**src/rtl/comparator_sched.sv**
```systemverilog
// comparator_sched: round-robin scheduler sharing one WIDTH-bit comparator
// among NREQ requesters. One operation in flight: accept an operand pair,
// hold it on cmp_a/cmp_b for CMP_LAT cycles, capture cmp_q, then return the
// result to the owning requester over a valid/ready handshake.
module comparator_sched #(
  parameter int unsigned NREQ    = 4,
  parameter int unsigned WIDTH   = 8,
  parameter int unsigned CMP_LAT = 2
) (
  input  logic                  clk,
  input  logic                  rst,
  input  logic [NREQ-1:0]       req_valid,
  input  logic [NREQ*WIDTH-1:0] req_a,
  input  logic [NREQ*WIDTH-1:0] req_b,
  output logic [NREQ-1:0]       req_ready,
  output logic [WIDTH-1:0]      cmp_a,
  output logic [WIDTH-1:0]      cmp_b,
  input  logic                  cmp_q,
  output logic [NREQ-1:0]       rsp_valid,
  output logic                  rsp_q,
  input  logic [NREQ-1:0]       rsp_ready,
  output logic                  busy
);

  localparam int unsigned ID_W  = (NREQ > 1) ? $clog2(NREQ) : 1;
  localparam int unsigned CNT_W = $clog2(CMP_LAT + 1);

  localparam logic [1:0] IDLE = 2'd0;
  localparam logic [1:0] WAIT = 2'd1;
  localparam logic [1:0] RESP = 2'd2;

  logic [1:0]       state;
  logic [1:0]       state_nxt;
  logic [ID_W-1:0]  rr_ptr;
  logic [ID_W-1:0]  cur_id;
  logic [ID_W-1:0]  gnt_id;
  logic [ID_W-1:0]  idx;
  logic             gnt_any;
  logic [CNT_W-1:0] cnt;
  logic             accept;
  logic             dec;
  logic             capture;
  logic             done;

  logic [WIDTH-1:0] a_arr [NREQ];
  logic [WIDTH-1:0] b_arr [NREQ];

  // Unpack the flat operand buses into per-requester lanes
  for (genvar i = 0; i < NREQ; i++) begin : g_unpack
    assign a_arr[i] = req_a[i*WIDTH +: WIDTH];
    assign b_arr[i] = req_b[i*WIDTH +: WIDTH];
  end

  // Round-robin search: first valid requester starting at rr_ptr
  always_comb begin
    gnt_id  = '0;
    gnt_any = 1'b0;
    idx     = '0;
    for (int unsigned k = 0; k < NREQ; k++) begin
      idx = ID_W'((32'(rr_ptr) + k) % NREQ);
      if (!gnt_any && req_valid[idx]) begin
        gnt_any = 1'b1;
        gnt_id  = idx;
      end
    end
  end

  // State register
  always_ff @(posedge clk or posedge rst) begin
    if (rst) begin
      state <= IDLE;
    end else begin
      state <= state_nxt;
    end
  end

  // Next-state and control decode; req_ready is a combinational grant in IDLE
  always_comb begin
    state_nxt = state;
    req_ready = '0;
    accept    = 1'b0;
    dec       = 1'b0;
    capture   = 1'b0;
    done      = 1'b0;
    case (state)
      IDLE: begin
        if (gnt_any && !rst) begin
          req_ready[gnt_id] = 1'b1;
          accept            = 1'b1;
          state_nxt         = WAIT;
        end
      end
      WAIT: begin
        if (cnt == '0) begin
          capture   = 1'b1;
          state_nxt = RESP;
        end else begin
          dec = 1'b1;
        end
      end
      RESP: begin
        if (rsp_ready[cur_id]) begin
          done      = 1'b1;
          state_nxt = IDLE;
        end
      end
      default: state_nxt = IDLE;
    endcase
  end

  // Operand hold, latency counter, result capture and pointer advance
  always_ff @(posedge clk or posedge rst) begin
    if (rst) begin
      cmp_a     <= '0;
      cmp_b     <= '0;
      cur_id    <= '0;
      cnt       <= '0;
      rr_ptr    <= '0;
      rsp_q     <= 1'b0;
      rsp_valid <= '0;
      busy      <= 1'b0;
    end else begin
      if (accept) begin
        cmp_a  <= a_arr[gnt_id];
        cmp_b  <= b_arr[gnt_id];
        cur_id <= gnt_id;
        cnt    <= CNT_W'(CMP_LAT - 1);
      end else if (dec) begin
        cnt <= cnt - CNT_W'(1);
      end
      if (capture) begin
        rsp_q     <= cmp_q;
        rsp_valid <= NREQ'(1) << cur_id;
      end
      if (done) begin
        rsp_valid <= '0;
        rr_ptr    <= (cur_id == ID_W'(NREQ - 1)) ? '0 : cur_id + ID_W'(1);
      end
      busy <= (state_nxt != IDLE);
    end
  end

endmodule

```
**config.mk**
```make
export PLATFORM = sky130hd
export DESIGN_NAME = comparator_sched
export DESIGN_NICKNAME = d
export VERILOG_FILES = /design/src/rtl/comparator_sched.sv
export SDC_FILE = /design/constraint.sdc
export NUM_CORES = 1
export LEC_CHECK = 0
export CAP_MARGIN = 0
export CORE_UTILIZATION = 35
export DETAILED_ROUTE_END_ITERATION = 8
export PLACE_DENSITY = 0.71
export SETUP_SLACK_MARGIN = 0.02
export SLEW_MARGIN = 20
export SYNTH_ARGS = -nofsm -noshare
export SYNTH_HDL_FRONTEND = slang
export SYNTH_SLANG_ARGS = --single-unit
```
**constraint.sdc**
```tcl
create_clock -name clk -period 4.45 [get_ports clk]
set_input_delay 1.335 -clock clk [delete_from_list [all_inputs] [get_ports clk]]
set_output_delay 1.335 -clock clk [all_outputs]
set_load 0.02 [all_outputs]
```
---- Word-level counts from Yosys, hierarchy flattened ----
Cells that the tools add are included.
W data, S select, Z words.
cells by class
  shift operators ......................... 1
  reductions and logical operators ........ 14
  magnitude comparators ................... 8
  add/subtract/negate cells ............... 5
  mux-type cells .......................... 45
  equal/unequal tests ..................... 3
  bitwise gates (word level) .............. 1
operators with widths
  operator               count
  $bmux W8 S2            2
  $mux W8                4
  $mux W2                10
  $lt A2 B3 Y1 const B   6
  $mux W1                18
  $mux W4                4
  $bmux W1 S2            5
  $pmux W2 S3            1
  $reduce_bool A2 Y1     3
  $logic_and A1 B1 Y1    5
  $add A2 B1 Y2 const B  2
  $add A2 B2 Y2 const B  2
  $eq A2 B2 Y1 const B   2
  $logic_not A1 Y1       4
  $logic_not A2 Y1       2
  $shl A1 B2 Y4 const A  1
  $ge A3 B3 Y1 const B   1
  $not A2 Y3             1
  $demux W1 S2           1
  $eq A2 B1 Y1 const B   1
  $ge A2 B1 Y1 const B   1
  $sub A2 B1 Y2 const B  1
word-level totals
  output and inout bits ................... 26
  bits in registers ....................... 30

---- Depth between registers and ports, before layout ----
Gate-level depths: netlist of the first run.
  depth after elaboration ................. 18
  depth in mapped cells ................... 8
  gate-level depth less buffers ........... 6

---- Worst setup path after synthesis of the first run ----
OpenSTA, ideal clock, no wires.
  path kind ............................... input -> output
  from .................................... input port req_valid[1]
  to ...................................... output port req_ready[0]
  required time ........................... 3.115 ns
  path slack .............................. 0.718 ns
  arrival ................................. 2.397 ns
  stages .................................. 4
  cells stage by stage .................... or3b_1 o21ai_0 nor2_1 nor3_1
on the way
  cells in the longest elaborated chain, start to end .. 18
  elaborated cells between the ends (all ways) .. 30
  those cells by class .................... order compare: 2; mux: 20; reduce/logical: 8
ends and longest elaborated chain
  what                                                                       RTL line  text
  start: declaration                                                         12        input logic [NREQ-1:0] req_valid,
  $bmux W1 S2                                                                61        if (!gnt_any && req_valid[idx]) begin
  $mux W1 (not written as such)                                              61
  $mux W1                                                                    61
  $logic_not A1 Y1                                                           61
  $logic_and A1 B1 Y1                                                        61
  $mux W1                                                                    61
  $logic_not A1 Y1                                                           61
  $logic_and A1 B1 Y1                                                        61
  [2 not listed]                                                             -
  $logic_and A1 B1 Y1                                                        61
  $mux W2                                                                    61
  $lt A2 B3 Y1 (not written as such) / $ge A2 B1 Y1 (equally long branches)  88        req_ready[gnt_id] = 1'b1;
  $logic_and A1 B1 Y1 (not written as such)                                  88
  $mux W1 (not written as such)                                              88
  $demux W1 S2                                                               88
  $mux W4 *                                                                  87        if (gnt_any && !rst) begin
  $mux W4 *                                                                  85        case (state)
  end: declaration                                                           15        output logic [NREQ-1:0] req_ready,
Mark *: on every way between the ends. The rest lies on a longest branch, timed or not. The select of a mux whose other input is x is not followed.

---- Final worst setup path of the first run ----
  from .................................... input port req_valid[2]
  to ...................................... output port req_ready[3]
The elaborated chain is that of the path after synthesis.

==> flow_metrics.tcl, run 1 <==
set metrics [dict create \
    crit_path_end_kind "output pin" \
    r2r-start "rr_ptr[1]" \
    worstPathCellList "clkdlybuf4s50_1, buf_4, o41ai_4, a211o_1, nor2_1, dlygate4sd2_1" \
    hold_violations 0 \
    ys_ff_latch 30 \
    period_share_pct 96.6 \
    worst_slack_ps 150 \
    placed_area_mm2 0.00309 \
    clk_path_buf_depth 2 \
    crit_start "req_valid[2]" \
    die_w_um 77.9 \
    synth_cell_type_count 39 \
    hold_path.class "reg2reg" \
    drt-wirelength-per-cell_um 13.5 \
    p_sw_share_pct 40.3 \
    coreArea_mm2 0.00554 \
    groute.usage.overall_pct 16.1 \
    drt_iter0_markers 43 \
    rrSetupSlack_ps 1920 \
    worstSetupPathType "in2out" \
    start_util_pct 36.4 \
    synth.cell_area_mm2 0.00202 \
    pre_cts_ws_ps -143 \
    outcome "completed" \
    yosysSeqAreaShare_pct 37.2 \
    holdCritStartpoint "rsp_q" \
    cp_slowest_stage_delay_ps 440 \
    cts_tree "built" \
    clock_skew_ps 2.72 \
    p_int_w 0.00102 \
    place_congestion 0.750 \
    pwr-share-clk_pct 11.6 \
    clk_pin_slew_ps 60 \
    die_h_um 77.9 \
    p_per_area_mw_per_mm2 543 \
    combPwrFrac_pct 59.1 \
    grt_max_degree 24 \
    nFillCells 519 \
    antenna_found_initial 0 \
    maxSlewHeadroom_pct 31.2 \
    port_buffers 100 \
    rsz0062_at_grt "false" \
    switchingPower_w 0.000691 \
    crit_path_end "req_ready[3]" \
    setup_viol 0 \
    viasPerCell 4.86 \
    cp_top_family "buffers and inverters" \
    clkSinkCount 30 \
    ant_nets 0 \
    synthArstFlopShare_pct 100 \
    yosys.area.top_type "dfrtp_1" \
    peakVddDrop_uv 216 \
    multi_input_comb_area_mm2 0.00111 \
    synth_edf_count 0 \
    ys_warn_count 0 \
    grt_pass1_vias 1681 \
    grt_first_pass_wirelength_um 7660 \
    synth_top_area_share_pct 37.2 \
    reg2reg_to "cmp_b[2]" \
    slew_violations 0 \
    drt-total-wl_um 4780 \
    synth_flop_cell "dfrtp_1" \
    cellLeakagePower_nw 1.39 \
    synth.net_count 250 \
    yosys-top-cells-area "dfrtp_1 37%, mux2i_1 18%, o2bb2ai_2 6.7%" \
    reg2reg_depth 7 \
    max_freq_ghz 0.233 \
    seqCellArea_um2 751 \
    avgSynthCellArea_um2 11.9 \
    syn2layout_area_growth_pct 56.8 \
    cp_max_fo 4 \
    path_buf_inv 3 \
    insertion_delay_ps 270 \
    h-tree-depth 2 \
    postSynthCellCount 170 \
    finalNetCount 361 \
    cp_slowest_cell "clkdlybuf4s50_1" \
    cts_hold_buffers 0 \
    pwr-share-seq_pct 29.4 \
    finalCriticalPeriod_ps 4300 \
    tightest_slew_ps 1030 \
    grt_overflow_total 0 \
    diodes 0 \
    first_pass_iters 4 \
    cts-root-buf "clkbuf_8" \
    drc 0 \
    path_depth 6 \
    final_area_mm2 0.00316 \
    ios 101 \
    crit_required_ps 3120 \
    row_count 27 \
    numCtsBuffers 5 \
    cap_violations 0 \
    drive_gt1_share_pct 17.4 \
    critPathArrivalTime_ps 2970 \
    startpoint_type "primary input" \
    dpl.hpwl_um 3710 \
    via_count 1715 \
    die_area_mm2 0.00607 \
]
## state kept, by name, indices dropped and copies added (netlist names)
name	cells
cmp_b	8
rsp_q	1
state	2
cur_id	2
cmp_a	8
rsp_valid	4
rr_ptr	2
cnt	2
busy	1
## cells in the mapped netlist, drive strengths merged (2+ instances only)
cell type / number
mux2i: 37
dfrtp: 30
a21oi: 19
o2bb2ai: 16
nor2: 12
buf: 10
inv: 7
ha: 5
nand2: 5
o21ai: 4
nor3: 3
mux2: 2
or3b: 2
## worst min path at each step
stage / endpoint / slack [ps] / depth (start not counted)
after floorplan: cnt[1] / 480 / 2
after global placement: rsp_q / 490 / 1
after detailed placement: rsp_q / 490 / 1
after CTS: rsp_q / 510 / 1
after global routing: rsp_q / 550 / 1
final: rsp_q / 500 / 1
## logic make-up (layout without fill, tap and decap cells)
kind of cell,Yosys count,after routing,share of synthesized area (%)
fa+ha+maj,5,5,3.10
compound gates,49,49,24.0
flops,30,30,37.2
buf+inv,18,129,7.57
mux,40,40,20.6
xor+xnor,1,1,0.434
simple gates,27,27,7.07
## metrics by stage
step	hold WS, ps	TNS (ps)	power (W)	utilization, %	cells
finish	503	0	0.00172	57.1	353
global route	549	0	0.00184	57.1	353
CTS	507	0	0.00175	57.1	353
detailed placement	493	-411	0.00154	55.8	346
global placement	490	-299	0.00152	55.8	346
floorplan	480	0	0.00118	-	170
## layout by cell type, fill, tap and decap left out, types with 2 or more instances in the layout
| cell | synthesis | final |
|---|---|---|
| o2bb2ai_1 | 7 | 7 |
| buf_4 | 3 | 15 |
| or3b_1 | 2 | 2 |
| mux2i_1 | 37 | 37 |
| a21oi_1 | 9 | 9 |
| nor3_1 | 2 | 2 |
| nand2_1 | 5 | 5 |
| clkbuf_1 | 1 | 2 |
| ha_1 | 5 | 5 |
| a21oi_2 | 10 | 10 |
| inv_1 | 7 | 7 |
| dfrtp_1 | 30 | 30 |
| clkdlybuf4s50_1 | 0 | 96 |
| o21ai_0 | 4 | 4 |
| nor2_1 | 11 | 11 |
| o2bb2ai_2 | 9 | 9 |
| clkbuf_8 | 0 | 5 |
| dlygate4sd2_1 | 0 | 3 |
## layer usage
| layer | up-vias | track usage, % | wire length (um) |
|---|---|---|---|
| li1 | 852 | - | - |
| met1 | 790 | 19.5 | 2020 |
| met2 | 71 | 27.1 | 2330 |
| met3 | 2 | 5.53 | 390 |
| met4 | 0 | 4.44 | 35 |
| met5 | - | 0 | 0 |
## power by group through the flow
stage	sequential (W)	combinational, W	clock (W)
2_1_floorplan	0.000600	0.000583	0
3_3_place_gp	0.000505	0.00102	0
3_5_place_dp	0.000510	0.00103	0
4_1_cts	0.000505	0.00103	0.000209
5_1_grt	0.000522	0.00110	0.000223
6_report	0.000504	0.00101	0.000198
## timing repair
item | CTS | global route
setup endpoints to repair | 4 | 1
gates resized for setup | 4 | 3
buffers inserted | 0 | 0
## layout make-up
cell class | count | share of cell area [%]
timing repair buffer | 115 | 34.9
inverter | 7 | 0.831
multi-input combinational | 122 | 35.2
tap | 72 | 2.85
clock buffer | 7 | 2.41
sequential | 30 | 23.7
Note: power is estimated with default switching activity, not from simulation.
==> inputs of run 2 (changes only) <==
Settings changed: CORE_UTILIZATION 35 to 44, PLACE_DENSITY 0.71 to 0.87.
==> run 2 against run 1 <==
Critical path type unchanged; combinational power hardly changed; wire length is 4.1% higher; hold slack hardly changed; final area is 1.1% higher; register-to-register slack hardly changed; critical path depth stayed put; clock skew is 3.9 ps higher.
==> flow_metrics.tcl, run 2 (same netlist as run 1, synthesis figures left out) <==
set metrics [dict create \
    outcome "completed" \
    hold_path.class "reg2reg" \
    die_area_mm2 0.00486 \
    dpl.hpwl_um 3970 \
    final_common_cell "clkdlybuf4s50_1" \
    grt_first_pass_wirelength_um 8210 \
    ant_nets 0 \
    final_cells 336 \
    h-tree-depth 2 \
    place_congestion 0.795 \
    clk_pin_slew_ps 60 \
    diodes 0 \
    cellLeakagePower_nw 1.43 \
    row_count 24 \
    grt_max_degree 23 \
    setup_viol 0 \
    rsz0062_at_grt "false" \
    finalNetCount 364 \
    drt-total-wl_um 4980 \
    groute.usage.overall_pct 21.4 \
    drive_gt1_share_pct 19.0 \
    cp_max_fo 4 \
    period_share_pct 96.2 \
    cts-root-buf "clkbuf_8" \
    final_cell_mix "96 x clkdlybuf4s50_1, 37 x mux2i_1, 30 x dfrtp_1" \
    syn2layout_area_growth_pct 58.4 \
    hold_ws_ps 503 \
    cts_setup_buffers 0 \
    grt_overflow_total 0 \
    reg_top3 "cmp_a: 8 flops, cmp_b: 8 flops, rsp_valid: 4 flops" \
    critPathArrivalTime_ps 2950 \
    finalCriticalPeriod_ps 4280 \
    maxSlewHeadroom_pct 32.6 \
    drc 0 \
    die_w_um 69.7 \
    drt_iter0_markers 36 \
    via_count 1763 \
    hold_violations 0 \
    insertion_delay_ps 270 \
    crit_path_end_kind "output pin" \
    grt_pass1_vias 1790 \
    crit_required_ps 3120 \
    clk_path_buf_depth 2 \
    place_inst 329 \
    p_per_area_mw_per_mm2 565 \
    startpoint_type "primary input" \
    max_freq_ghz 0.233 \
    worstSetupPathType "in2out" \
    antenna_found_initial 0 \
    peakVddDrop_uv 270 \
    start_util_pct 46.0 \
    utilization_pct 72.9 \
    slew_violations 0 \
    cap_violations 0 \
    ios 101 \
    port_buffers 100 \
    die_h_um 69.7 \
    coreArea_mm2 0.00438 \
    clock_skew_ps 6.64 \
    tightest_slew_ps 1010 \
    cts_tree "built" \
    clkSinkCount 30 \
    first_pass_iters 4 \
    numCtsBuffers 5 \
    drt-wirelength-per-cell_um 14.8 \
    viasPerCell 5.25 \
]
-- run 2: worst max-delay path, stage by stage --
cell             delay [ps]
clkdlybuf4s50_1         540
or3b_1                  380
o21ai_0                 120
nor2_1                  110
nor3_1                  120
dlygate4sd2_1           350
-- run 2: per-layer routing --
| metal | share of wire (%) | global-route usage [%] | vias to the layer above |
|---|---|---|---|
| li1 | - | - | 855 |
| met1 | 40 | 24.5 | 840 |
| met2 | 54 | 39.6 | 64 |
| met3 | 5.3 | 4.65 | 4 |
| met4 | 1.2 | 6.22 | 0 |
| met5 | 0 | 0 | - |
-- run 2: layout make-up --
class | count | area, um^2
fillers | 344 | 1190
repair buffers | 118 | 1130
multi-input cells | 122 | 1110
flip-flops and latches | 30 | 751
clock buffers | 6 | 82.6
well taps | 52 | 65.1
clock inverters | 1 | 30.0
inverters | 7 | 26.3
-- run 2: what timing repair did --
item	4_1_cts	5_1_grt
resized for setup	4	3
hold buffers	0	0
endpoints found under the setup margin	4	1
-- run 2: final timing paths --
| kind | startpoint | to | slack [ps] | depth (start not counted) |
|---|---|---|---|---|
| min | rsp_q | rsp_q | 500 | 1 |
| max in group asynchronous | rst | cmp_b[0] | 2350 | 3 |
| min reg2reg | rsp_q | rsp_q | 500 | 1 |
| max reg2reg | rr_ptr[1] | cmp_b[2] | 1920 | 7 |
| max | req_valid[2] | req_ready[2] | 170 | 6 |
| min in group asynchronous | rst | rsp_valid[3] | 1470 | 2 |
-- run 2: power by group --
group          switching [W]  internal [W]  total, W
logic               0.000507      0.000520   0.00103
registers           0.000101      0.000403  0.000504
clock network      0.0000949      0.000179  0.000274
-- run 2: through the flow --
step / instance area, um^2 / setup slack, ps / TNS (ps) / power [W]
final: 3200 / 167 / 0 / 0.00180
after global routing: 3200 / 30.2 / 0 / 0.00193
after CTS: 3200 / 130 / 0 / 0.00182
after detailed placement: 3090 / -158 / -373 / 0.00155
after global placement: 3090 / -69.6 / -151 / 0.00152
after floorplan: 2020 / 718 / 0 / 0.00118
